===== src/rtl/fetch_unit_pkg.sv =====
// fetch_unit shared widths and types.
// Holds the RISC-V width defines used across the fetch slice.
`ifndef RISCV_ADDR_WIDTH
`define RISCV_ADDR_WIDTH 32
`endif
`ifndef RISCV_WORD_WIDTH
`define RISCV_WORD_WIDTH 32
`endif
`ifndef RISCV_INSTR_BYTES
`define RISCV_INSTR_BYTES 4
`endif

package fetch_unit_pkg;

  localparam int unsigned WORD_W = `RISCV_WORD_WIDTH;
  localparam int unsigned INSTR_BYTES = `RISCV_INSTR_BYTES;

  typedef enum logic [1:0] {
    RESP_NONE,
    RESP_PUSH,
    RESP_DROP
  } resp_act_e;

  function automatic int unsigned cnt_w(int unsigned depth);
    return $clog2(depth) + 1;
  endfunction

endpackage


===== src/rtl/fetch_if.sv =====
// Fetch unit bus bundle: memory read port, redirect, decode port.
// FETCH_MISALIGN_CHK_EN adds instr_misaligned_o.
interface fetch_if #(
  parameter int unsigned AW = `RISCV_ADDR_WIDTH,
  parameter int unsigned WW = `RISCV_WORD_WIDTH
);

  logic          mem_valid_o;
  logic [AW-1:0] mem_addr_o;
  logic          mem_ready_i;
  logic [WW-1:0] mem_rdata_i;
  logic          redirect_i;
  logic [AW-1:0] redirect_addr_i;
  logic          instr_valid_o;
  logic          instr_ready_i;
  logic [WW-1:0] instr_o;
  logic [AW-1:0] instr_pc_o;
`ifdef FETCH_MISALIGN_CHK_EN
  logic          instr_misaligned_o;
`endif

  modport master (
`ifdef FETCH_MISALIGN_CHK_EN
    output instr_misaligned_o,
`endif
    output mem_valid_o,
    output mem_addr_o,
    input  mem_ready_i,
    input  mem_rdata_i,
    input  redirect_i,
    input  redirect_addr_i,
    output instr_valid_o,
    input  instr_ready_i,
    output instr_o,
    output instr_pc_o
  );

  modport slave (
`ifdef FETCH_MISALIGN_CHK_EN
    input  instr_misaligned_o,
`endif
    input  mem_valid_o,
    input  mem_addr_o,
    output mem_ready_i,
    output mem_rdata_i,
    output redirect_i,
    output redirect_addr_i,
    input  instr_valid_o,
    output instr_ready_i,
    input  instr_o,
    input  instr_pc_o
  );

endinterface


===== src/rtl/fetch_fifo.sv =====
// Instruction buffer: synchronous FIFO with flush.
// Head data is read combinationally from the array.
module fetch_fifo
  import fetch_unit_pkg::*;
#(
  parameter int unsigned WIDTH = 64,
  parameter int unsigned DEPTH = 4
) (
  input  logic                    clk,
  input  logic                    rst,
  input  logic                    push,
  input  logic                    pop,
  input  logic                    flush,
  input  logic [WIDTH-1:0]        wdata,
  output logic [WIDTH-1:0]        rdata,
  output logic [cnt_w(DEPTH)-1:0] count,
  output logic                    full
);

  localparam int unsigned PW = $clog2(DEPTH);
  localparam int unsigned CW = cnt_w(DEPTH);

  logic [WIDTH-1:0] mem [DEPTH];
  logic [PW-1:0]    rd_ptr;
  logic [PW-1:0]    wr_ptr;
  logic [CW-1:0]    cnt;
  logic             do_pop;
  logic             do_push;

  assign full    = (cnt == CW'(DEPTH));
  assign do_pop  = pop && (cnt != '0);
  assign do_push = push && (!full || do_pop);
  assign rdata   = mem[rd_ptr];
  assign count   = cnt;

  // Storage write; contents need no reset.
  always_ff @(posedge clk) begin
    if (do_push) begin
      mem[wr_ptr] <= wdata;
    end
  end

  // Pointers and occupancy; flush empties the buffer.
  always_ff @(posedge clk) begin
    if (rst || flush) begin
      rd_ptr <= '0;
      wr_ptr <= '0;
      cnt    <= '0;
    end else begin
      if (do_push) begin
        wr_ptr <= wr_ptr + 1'b1;
      end
      if (do_pop) begin
        rd_ptr <= rd_ptr + 1'b1;
      end
      cnt <= cnt + CW'(do_push) - CW'(do_pop);
    end
  end

endmodule


===== src/rtl/fetch_unit.sv =====
// Instruction fetch: credit-limited requests, PC tagging, redirect.
// FETCH_MISALIGN_CHK_EN reports misaligned redirect targets.
module fetch_unit
  import fetch_unit_pkg::*;
#(
  parameter int unsigned          ADDR_WIDTH = `RISCV_ADDR_WIDTH,
  parameter logic [ADDR_WIDTH-1:0] RESET_PC  = '0,
  parameter int unsigned          FIFO_DEPTH = 4
) (
  input logic      clk,
  input logic      rst,
  fetch_if.master  bus
);

  localparam int unsigned AW = ADDR_WIDTH;
  localparam int unsigned CW = cnt_w(FIFO_DEPTH);
`ifdef FETCH_MISALIGN_CHK_EN
  localparam int unsigned EW = 1 + AW + WORD_W;
`else
  localparam int unsigned EW = AW + WORD_W;
`endif

  logic          run_q;
  logic [CW-1:0] out_q;
  logic [CW-1:0] out_next;
  logic [CW-1:0] drop_q;
  logic [AW-1:0] fetch_pc_q;
  logic [AW-1:0] resp_pc_q;
  logic [AW-1:0] tgt_pc;
  logic [CW:0]   credit;
  logic          issue;
  logic          resp_ok;
  resp_act_e     act;
  logic          halt;
  logic          mis_pend;
  logic          push;
  logic          pop;
  logic          head_valid;
  logic          fifo_full;
  logic [CW-1:0] fifo_cnt;
  logic [EW-1:0] wdata;
  logic [EW-1:0] rdata;
  logic          unused_addr_lsbs;

  assign tgt_pc = {bus.redirect_addr_i[AW-1:2], 2'b00};
  assign unused_addr_lsbs = ^bus.redirect_addr_i[1:0];

  assign credit = {1'b0, fifo_cnt} + {1'b0, out_q};
  assign issue  = run_q && !halt
               && (credit < (CW+1)'(FIFO_DEPTH));

  assign resp_ok = bus.mem_ready_i && (out_q != '0);

  // Classify the memory response for this cycle.
  always_comb begin
    act = RESP_NONE;
    if (resp_ok) begin
      if (bus.redirect_i || drop_q != '0) begin
        act = RESP_DROP;
      end else begin
        act = RESP_PUSH;
      end
    end
  end

  // Outstanding count after this cycle's issue and response.
  always_comb begin
    out_next = out_q;
    unique case ({issue, resp_ok})
      2'b10:   out_next = out_q + 1'b1;
      2'b01:   out_next = out_q - 1'b1;
      default: out_next = out_q;
    endcase
  end

  // Fetch PC, response PC, credits and drop count.
  always_ff @(posedge clk) begin
    if (rst) begin
      run_q      <= 1'b0;
      out_q      <= '0;
      drop_q     <= '0;
      fetch_pc_q <= RESET_PC;
      resp_pc_q  <= RESET_PC;
    end else begin
      run_q <= 1'b1;
      out_q <= out_next;
      if (bus.redirect_i) begin
        drop_q     <= out_next;
        fetch_pc_q <= tgt_pc;
        resp_pc_q  <= tgt_pc;
      end else begin
        if (issue) begin
          fetch_pc_q <= fetch_pc_q + AW'(INSTR_BYTES);
        end
        if (act == RESP_PUSH) begin
          resp_pc_q <= resp_pc_q + AW'(INSTR_BYTES);
        end
        if (act == RESP_DROP) begin
          drop_q <= drop_q - 1'b1;
        end
      end
    end
  end

`ifdef FETCH_MISALIGN_CHK_EN
  logic          halt_q;
  logic          mis_pend_q;
  logic [AW-1:0] mis_pc_q;
  logic          mis_tgt;

  assign mis_tgt  = bus.redirect_i
                 && (bus.redirect_addr_i[1:0] != 2'b00);
  assign halt     = halt_q;
  assign mis_pend = mis_pend_q;

  // Misaligned target: halt fetch, queue one marker entry.
  always_ff @(posedge clk) begin
    if (rst) begin
      halt_q     <= 1'b0;
      mis_pend_q <= 1'b0;
      mis_pc_q   <= '0;
    end else if (bus.redirect_i) begin
      halt_q     <= mis_tgt;
      mis_pend_q <= mis_tgt;
      mis_pc_q   <= bus.redirect_addr_i;
    end else begin
      mis_pend_q <= 1'b0;
    end
  end

  assign wdata = mis_pend
    ? {1'b1, mis_pc_q, {WORD_W{1'b0}}}
    : {1'b0, resp_pc_q, bus.mem_rdata_i};
  assign bus.instr_misaligned_o = head_valid && rdata[EW-1];
`else
  assign halt     = 1'b0;
  assign mis_pend = 1'b0;
  assign wdata    = {resp_pc_q, bus.mem_rdata_i};
`endif

  assign push = mis_pend || (act == RESP_PUSH);
  assign pop  = head_valid && bus.instr_ready_i
             && !bus.redirect_i;

  fetch_fifo #(
    .WIDTH (EW),
    .DEPTH (FIFO_DEPTH)
  ) u_fifo (
    .clk   (clk),
    .rst   (rst),
    .push  (push),
    .pop   (pop),
    .flush (bus.redirect_i),
    .wdata (wdata),
    .rdata (rdata),
    .count (fifo_cnt),
    .full  (fifo_full)
  );

  assign head_valid = (fifo_cnt != '0);

  assign bus.mem_valid_o   = issue;
  assign bus.mem_addr_o    = fetch_pc_q;
  assign bus.instr_valid_o = head_valid;
  assign bus.instr_o       = head_valid
    ? rdata[WORD_W-1:0] : '0;
  assign bus.instr_pc_o    = head_valid
    ? rdata[AW+WORD_W-1:WORD_W] : '0;

  // The credit rule must never let a push meet a full buffer.
  always_ff @(posedge clk) begin
    if (!rst) begin
      assert (!(push && fifo_full && !pop));
    end
  end

endmodule


===== src/flat_wrapper.sv =====
// flat-port wrapper written by rule: the top's interface ports become plain ports
module fetch_unit_flat import fetch_unit_pkg::*;
#(
  parameter int unsigned          ADDR_WIDTH = `RISCV_ADDR_WIDTH,
  parameter logic [ADDR_WIDTH-1:0] RESET_PC  = '0,
  parameter int unsigned          FIFO_DEPTH = 4
)
  (clk, rst, bus_mem_valid_o, bus_mem_addr_o, bus_mem_ready_i, bus_mem_rdata_i, bus_redirect_i, bus_redirect_addr_i, bus_instr_valid_o, bus_instr_ready_i, bus_instr_o, bus_instr_pc_o);
  fetch_if #(.AW(32), .WW(32)) bus_i ();
  input logic clk;
  input logic rst;
  output wire logic [$bits(bus_i.mem_valid_o)-1:0] bus_mem_valid_o;
  output wire logic [$bits(bus_i.mem_addr_o)-1:0] bus_mem_addr_o;
  input wire logic [$bits(bus_i.mem_ready_i)-1:0] bus_mem_ready_i;
  input wire logic [$bits(bus_i.mem_rdata_i)-1:0] bus_mem_rdata_i;
  input wire logic [$bits(bus_i.redirect_i)-1:0] bus_redirect_i;
  input wire logic [$bits(bus_i.redirect_addr_i)-1:0] bus_redirect_addr_i;
  output wire logic [$bits(bus_i.instr_valid_o)-1:0] bus_instr_valid_o;
  input wire logic [$bits(bus_i.instr_ready_i)-1:0] bus_instr_ready_i;
  output wire logic [$bits(bus_i.instr_o)-1:0] bus_instr_o;
  output wire logic [$bits(bus_i.instr_pc_o)-1:0] bus_instr_pc_o;
  assign bus_mem_valid_o = bus_i.mem_valid_o;
  assign bus_mem_addr_o = bus_i.mem_addr_o;
  assign bus_i.mem_ready_i = bus_mem_ready_i;
  assign bus_i.mem_rdata_i = bus_mem_rdata_i;
  assign bus_i.redirect_i = bus_redirect_i;
  assign bus_i.redirect_addr_i = bus_redirect_addr_i;
  assign bus_instr_valid_o = bus_i.instr_valid_o;
  assign bus_i.instr_ready_i = bus_instr_ready_i;
  assign bus_instr_o = bus_i.instr_o;
  assign bus_instr_pc_o = bus_i.instr_pc_o;
  fetch_unit #(.ADDR_WIDTH(ADDR_WIDTH), .RESET_PC(RESET_PC), .FIFO_DEPTH(FIFO_DEPTH)) u_core (.clk(clk), .rst(rst), .bus(bus_i));
endmodule

===== config.mk =====
export PLATFORM = sky130hd
export DESIGN_NAME = fetch_unit_flat
export DESIGN_NICKNAME = d
export VERILOG_FILES = /design/src/rtl/fetch_unit_pkg.sv /design/src/rtl/fetch_if.sv /design/src/rtl/fetch_fifo.sv /design/src/rtl/fetch_unit.sv /design/src/flat_wrapper.sv
export SDC_FILE = /design/constraint.sdc
export NUM_CORES = 1
export LEC_CHECK = 0
export BUFFER_PORTS_ARGS = -buffer_cell sky130_fd_sc_hd__buf_4
export CORE_AREA = 3 3 142 179
export DETAILED_ROUTE_END_ITERATION = 7
export DIE_AREA = 0 0 145 182
export GPL_TIMING_DRIVEN = 0
export PLACE_DENSITY = 0.89
export RECOVER_POWER = 25
export SLEW_MARGIN = 20
export SYNTH_ARGS = -nofsm -noshare
export SYNTH_HDL_FRONTEND = slang
export SYNTH_HIERARCHICAL = 1
export SYNTH_SLANG_ARGS = --single-unit

===== constraint.sdc =====
create_clock -name clk -period 3.4 [get_ports clk]
set_clock_uncertainty 0.2 [all_clocks]
set_input_delay 0.68 -clock clk [delete_from_list [all_inputs] [get_ports clk]]
set_output_delay 0.68 -clock clk [all_outputs]
set_load 0.005 [all_outputs]

==> impl_metrics.env, run 1 <==
export IMPL_worstRegToRegCells=9
export IMPL_grt_max_degree=43
export IMPL_final_antenna_net_count=0
export IMPL_setup_tns_final_ns=0
export IMPL_power_mw=8.880
export IMPL_cts_root_buf="clkbuf_16"
export IMPL_dr_pass1_iters=5
export IMPL_crit_path_max_incr_delay_ns=0.57
export IMPL_place_ws_ns=-0.5899
export IMPL_dp_cells=1377
export IMPL_ir_worst_vdd_v=0.0003712
export IMPL_syn_to_final_growth_pct=19.03
export IMPL_r2r_start="u_core/out_q[2]"
export IMPL_cts_tree="yes"
export IMPL_rsz0062_at_grt="false"
export IMPL_outcome="finished, final reports clean"
export IMPL_crit_fanout=6
export IMPL_start_kind="flop"
export IMPL_drt_initial_drc_count=748
export IMPL_gp_congestion=0.9165
export IMPL_coreArea_sq_mm=0.02373
export IMPL_slew_violations=0
export IMPL_crit_start="u_core/out_q[2]"
export IMPL_period_needed_ns=3.285
export IMPL_diodes=0
export IMPL_rr_endpoint="u_core/drop_q[1]"
export IMPL_yosys_warnings=6
export IMPL_h_tree_depth=1
export IMPL_final_util=0.6917
export IMPL_min_period_over_period=0.9662
export IMPL_grt_usage=0.2206
export IMPL_synth_area_sq_mm=0.01379
export IMPL_final_nets=1164
export IMPL_cts_made_buffers=29
export IMPL_hold_buffers=0
export IMPL_worstPathRequired_ns=2.52
export IMPL_grt_overflow=0
export IMPL_r2r_slack_ns=0.19
export IMPL_cts_clk_slew_worst_paths_ns=0.07
export IMPL_worst_slew_pin_slew_ns=0.6950
export IMPL_multi_input_area_sq_mm=0.004364
export IMPL_hold_path_class="input pin to flop"
export IMPL_stdcell_count=1429
export IMPL_seqCellArea_sq_mm=0.009211
export IMPL_die_w_microns=145
export IMPL_drc_errors=0
export IMPL_portBuffers=162
export IMPL_worstSetupPathType="flop to primary output"
export IMPL_grt_pass1_wl_microns=46510
export IMPL_drive_gt1_frac=0.2554
export IMPL_power_density_mw_per_mm2=541.1
export IMPL_viasPerCell=5.901
export IMPL_drv_cap=0
export IMPL_wl_per_cell_microns=20.70
export IMPL_setup_viol=0
export IMPL_rows=63
export IMPL_dpl_hpwl_microns=20190
export IMPL_p_leak_nw=5.573
export IMPL_synth_cells=877
export IMPL_maxSlewHeadroom=0.5349
export IMPL_hold_viol=0
export IMPL_crit_arrival_ns=2.41
export IMPL_max_clock_path_buffers=3
export IMPL_critPathCaptureType="primary output"
export IMPL_cts_sinks=332
export IMPL_antenna_found_initial=0
export IMPL_critPathSlowestCell="or4b_4"
export IMPL_die_height_microns=182
export IMPL_clock_latency_ns=0.55
export IMPL_route_vias_total=8433
export IMPL_initial_core_util=0.5811
export IMPL_dieArea_sq_mm=0.02639
export IMPL_crit_chain="ha_1 -> or4b_4 -> or2_1 -> inv_2 -> buf_4"
export IMPL_clock_fmax_mhz=304.4
export IMPL_grt_pass1_vias=8585
export IMPL_num_io_pins=167
export IMPL_endpoint="bus_mem_valid_o"
export IMPL_synth_area_per_cell_sq_um=15.72
export IMPL_final_fill_count=1608
export IMPL_wl_microns=29580
export IMPL_fin_ws_ns=0.1149
==> state kept, by name, indices dropped and copies added (netlist names), named ones only <==
name and flops:
u_core/u_fifo/count 3, u_core/u_fifo/rd_ptr 2, u_core/drop_q 3, u_core/bus.mem_addr_o 30, u_core/resp_pc_q 30, u_core/out_q 3, u_core/u_fifo/wr_ptr 2, u_core/run_q 1
u_core/u_fifo/mem 256
==> report_power, final <==
part / internal (mW) / total, mW / switching (mW)
Sequential: 4.57 / 4.71 / 0.143
Combinational: 0.393 / 0.847 / 0.454
Clock: 1.92 / 3.32 / 1.40
Total: 6.88 / 8.88 / 2.00
==> worst min path at each step <==
stage                             from                 endpoint  cells past startpoint
5_1_grt                            rst   u_core/u_fifo/count[1]                      2
4_1_cts             bus_mem_rdata_i[8]  u_core/u_fifo/mem[3][8]                      1
3_5_place_dp   u_core/u_fifo/wr_ptr[1]  u_core/u_fifo/wr_ptr[1]                      2
3_3_place_gp   u_core/u_fifo/wr_ptr[1]  u_core/u_fifo/wr_ptr[1]                      2
6_report                           rst   u_core/u_fifo/count[1]                      2
2_1_floorplan  u_core/u_fifo/wr_ptr[1]  u_core/u_fifo/wr_ptr[1]                      2
==> routing by layer <==
layer | up-vias | routed length, microns | global-route usage | share of wire
met5 | - | 0 | 0 | 0
met4 | 0 | 657 | 0.06578 | 0.022
met3 | 54 | 1916 | 0.02921 | 0.065
met2 | 375 | 15340 | 0.3944 | 0.52
met1 | 4204 | 11670 | 0.2849 | 0.39
li1 | 3800 | - | - | -
==> critical path: cells and delay by family (launching register included) <==
kind | cells | cell delay, ns
flip-flops | 1 | 0.34
adder cells (fa/ha/maj) | 1 | 0.29
AND/OR/NAND/NOR | 2 | 0.93
buffers and inverters | 2 | 0.29
==> placed cells by master (no fill, tap or decap), types with 9 or more instances in the layout <==
| cell | instances |
|---|---|
| nor4_1 | 17 |
| a21boi_0 | 29 |
| nand2_1 | 26 |
| edfxtp_1 | 256 |
| buf_4 | 133 |
| nor3_1 | 17 |
| dfxtp_1 | 74 |
| nand4_1 | 23 |
| and2_1 | 68 |
| o21a_1 | 20 |
| clkbuf_1 | 61 |
| and3_1 | 9 |
| a211oi_1 | 13 |
| inv_1 | 16 |
| o31a_1 | 10 |
| ha_1 | 12 |
| xnor2_1 | 26 |
| mux4_2 | 64 |
| clkbuf_16 | 30 |
| nor2_1 | 24 |
| conb_1 | 10 |
| nand3_1 | 24 |
| xor2_1 | 27 |
==> repair_timing <==
action                     CTS  global route
setup endpoints to repair   30            11
setup buffers                0             0
gates resized for setup      3             4
pin swaps                    0             0
==> through the flow <==
stage / area [sq um] / hold slack [ns]
after floorplan: 13820 / 0.2612
after global placement: 15440 / 0.2749
after detailed placement: 15550 / 0.2905
after CTS: 16530 / 0.1090
after global routing: 16410 / 0.1464
final: 16410 / 0.1520
==> area by class of cell <==
type / count / area share
plain buffers: 44 / 0.01205
clock buffers: 42 / 0.05276
clock inverters: 12 / 0.007014
inverters: 18 / 0.004117
multi-input cells: 490 / 0.2659
flip-flops and latches: 332 / 0.5613
well taps: 325 / 0.02478
repair buffers: 166 / 0.07212
No activity file was read; power rests on OpenSTA's default activity.
==> run 2: changes to the inputs <==
- CORE_AREA: 3 3 142 179 -> 2 2 141 178
- DIE_AREA: 0 0 145 182 -> 0 0 143 180
==> impl_metrics.env, run 2 (synthesis gave the netlist of run 1 again) <==
export IMPL_grt_usage=0.2309
export IMPL_p_leak_nw=5.598
export IMPL_setup_viol=0
export IMPL_worstRegToRegCells=9
export IMPL_hold_path_class="input pin to flop"
export IMPL_initial_core_util=0.5721
export IMPL_drc_errors=0
export IMPL_wl_per_cell_microns=20.44
export IMPL_final_antenna_net_count=0
export IMPL_maxSlewHeadroom=0.5474
export IMPL_crit_family="buffers and inverters"
export IMPL_crit_fanout=10
export IMPL_syn_to_final_growth_pct=19.76
export IMPL_p_sw_mw=2.052
export IMPL_min_delay_path_depth=2
export IMPL_crit_buf_inv=3
export IMPL_grt_max_degree=47
export IMPL_viasPerCell=5.811
export IMPL_drive_gt1_frac=0.2563
export IMPL_crit_arrival_ns=2.42
export IMPL_gp_congestion=0.9100
export IMPL_grt_pass1_wl_microns=46130
export IMPL_met2_usage=0.4067
export IMPL_final_util=0.6851
export IMPL_top_register="u_core/u_fifo/mem"
export IMPL_hold_viol=0
export IMPL_cts_clk_slew_worst_paths_ns=0.06
export IMPL_layout_common_cells="edfxtp_1, buf_4, dfxtp_1, and2_1, mux4_2"
export IMPL_coreArea_sq_mm=0.02410
export IMPL_drv_cap=0
export IMPL_die_w_microns=143
export IMPL_wl_microns=29390
export IMPL_p_seq_frac=0.521
export IMPL_rsz0062_at_grt="false"
export IMPL_num_io_pins=167
export IMPL_clock_fmax_mhz=303.4
export IMPL_endpoint="bus_instr_pc_o[29]"
export IMPL_drt_initial_drc_count=843
export IMPL_cts_made_buffers=31
export IMPL_min_delay_start="rst"
export IMPL_final_common_cell="edfxtp_1"
export IMPL_dieArea_sq_mm=0.02574
export IMPL_crit_cells=5
export IMPL_period_needed_ns=3.296
export IMPL_power_density_mw_per_mm2=547.7
export IMPL_rr_endpoint="u_core/drop_q[1]"
export IMPL_final_nets=1166
export IMPL_cts_sinks=332
export IMPL_outcome="finished, final reports clean"
export IMPL_largest_reg_flops=256
export IMPL_diodes=0
export IMPL_crit_path_max_incr_delay_ns=0.57
export IMPL_ir_worst_vdd_v=0.0003853
export IMPL_worstPathRequired_ns=2.52
export IMPL_worst_slew_pin_slew_ns=0.6752
export IMPL_max_clock_path_buffers=3
export IMPL_rows=64
export IMPL_p_comb_frac=0.093
export IMPL_busiest_layer="met2"
export IMPL_portBuffers=162
export IMPL_power_switching_share=0.2269
export IMPL_slew_violations=0
export IMPL_dr_pass1_iters=5
export IMPL_min_period_over_period=0.9694
export IMPL_use_met1=0.2970
export IMPL_clock_latency_ns=0.57
export IMPL_grt_pass1_vias=8614
export IMPL_critPathSlowestCell="buf_1"
export IMPL_route_vias_total=8356
export IMPL_die_height_microns=180
export IMPL_power_mw=9.043
export IMPL_internal_power_mw=6.991
export IMPL_start_kind="flop"
export IMPL_met3_usage=0.02797
export IMPL_r2r_slack_ns=0.21
export IMPL_h_tree_depth=1
export IMPL_hold_ws_ns=0.1490
export IMPL_grt_overflow=0
export IMPL_cts_root_buf="clkbuf_16"
export IMPL_clockPowerShare=0.387
export IMPL_critPathCaptureType="primary output"
export IMPL_r2r_start="u_core/out_q[2]"
export IMPL_worstSetupPathType="flop to primary output"
export IMPL_antenna_found_initial=0
export IMPL_dpl_hpwl_microns=19810
export IMPL_cts_tree="yes"
export IMPL_crit_chain="clkbuf_2 -> buf_1 -> mux4_2 -> and2_1 -> buf_4"
run 2: timing repair:
item,4_1_cts,5_1_grt
setup endpoints to repair,33,3
resized for setup,4,1
setup buffers,0,0
hold buffers,0,0
cloned,0,0
run 2: worst reg2reg max path, delay by kind of cell, from the launching register on:
family / cells / cell delay, ns
AND/OR/NAND/NOR: 3 / 1.01
adder cells (fa/ha/maj): 3 / 0.91
multiplexers: 2 / 0.54
flip-flops: 1 / 0.39
buffers and inverters: 1 / 0.08
run 2: layout make-up:
| class | instances | area, sq um |
|---|---|---|
| Fill cell | 1597 | 7591 |
| Sequential cell | 332 | 9210 |
| Tap cell | 330 | 412.9 |
| Inverter | 18 | 67.56 |
| Multi-Input combinational cell | 490 | 4364 |
| Clock inverter | 19 | 196.4 |
| Timing Repair Buffer | 166 | 1206 |
| Clock buffer | 39 | 858.3 |
| Buffer | 44 | 196.4 |
run 2: metal layers:
layer,vias up,routed length (microns)
li1,3815,-
met1,4131,11470
met2,342,15210
met3,68,1814
met4,0,889
met5,-,0
run 2: how the worst min path moves through the flow:
stage	slack (ns)	end
6_report	0.15	u_core/u_fifo/count[1]
5_1_grt	0.14	u_core/u_fifo/count[1]
4_1_cts	0.1	u_core/u_fifo/mem[1][26]
3_5_place_dp	0.29	u_core/u_fifo/wr_ptr[1]
3_3_place_gp	0.28	u_core/u_fifo/wr_ptr[1]
2_1_floorplan	0.26	u_core/u_fifo/wr_ptr[1]
run 2: through the flow:
step	setup slack, ns	setup TNS, ns	instance area (sq um)	std cells
after global routing	0.02428	0	16510	1438
after CTS	0.03964	0	16630	1439
final	0.1041	0	16510	1438
after detailed placement	-0.5839	-51.70	15580	1382
after global placement	-0.9383	-238.39	15450	1378
after floorplan	0.1850	0	13820	886
run 2: power by group through the flow:
stage	registers (mW)	logic (mW)	clock network (mW)
2_1_floorplan	4.75	0.512	0
3_3_place_gp	4.78	0.805	0
3_5_place_dp	4.79	0.849	0
4_1_cts	4.70	0.856	3.54
5_1_grt	4.73	0.919	3.69
6_report	4.71	0.838	3.50
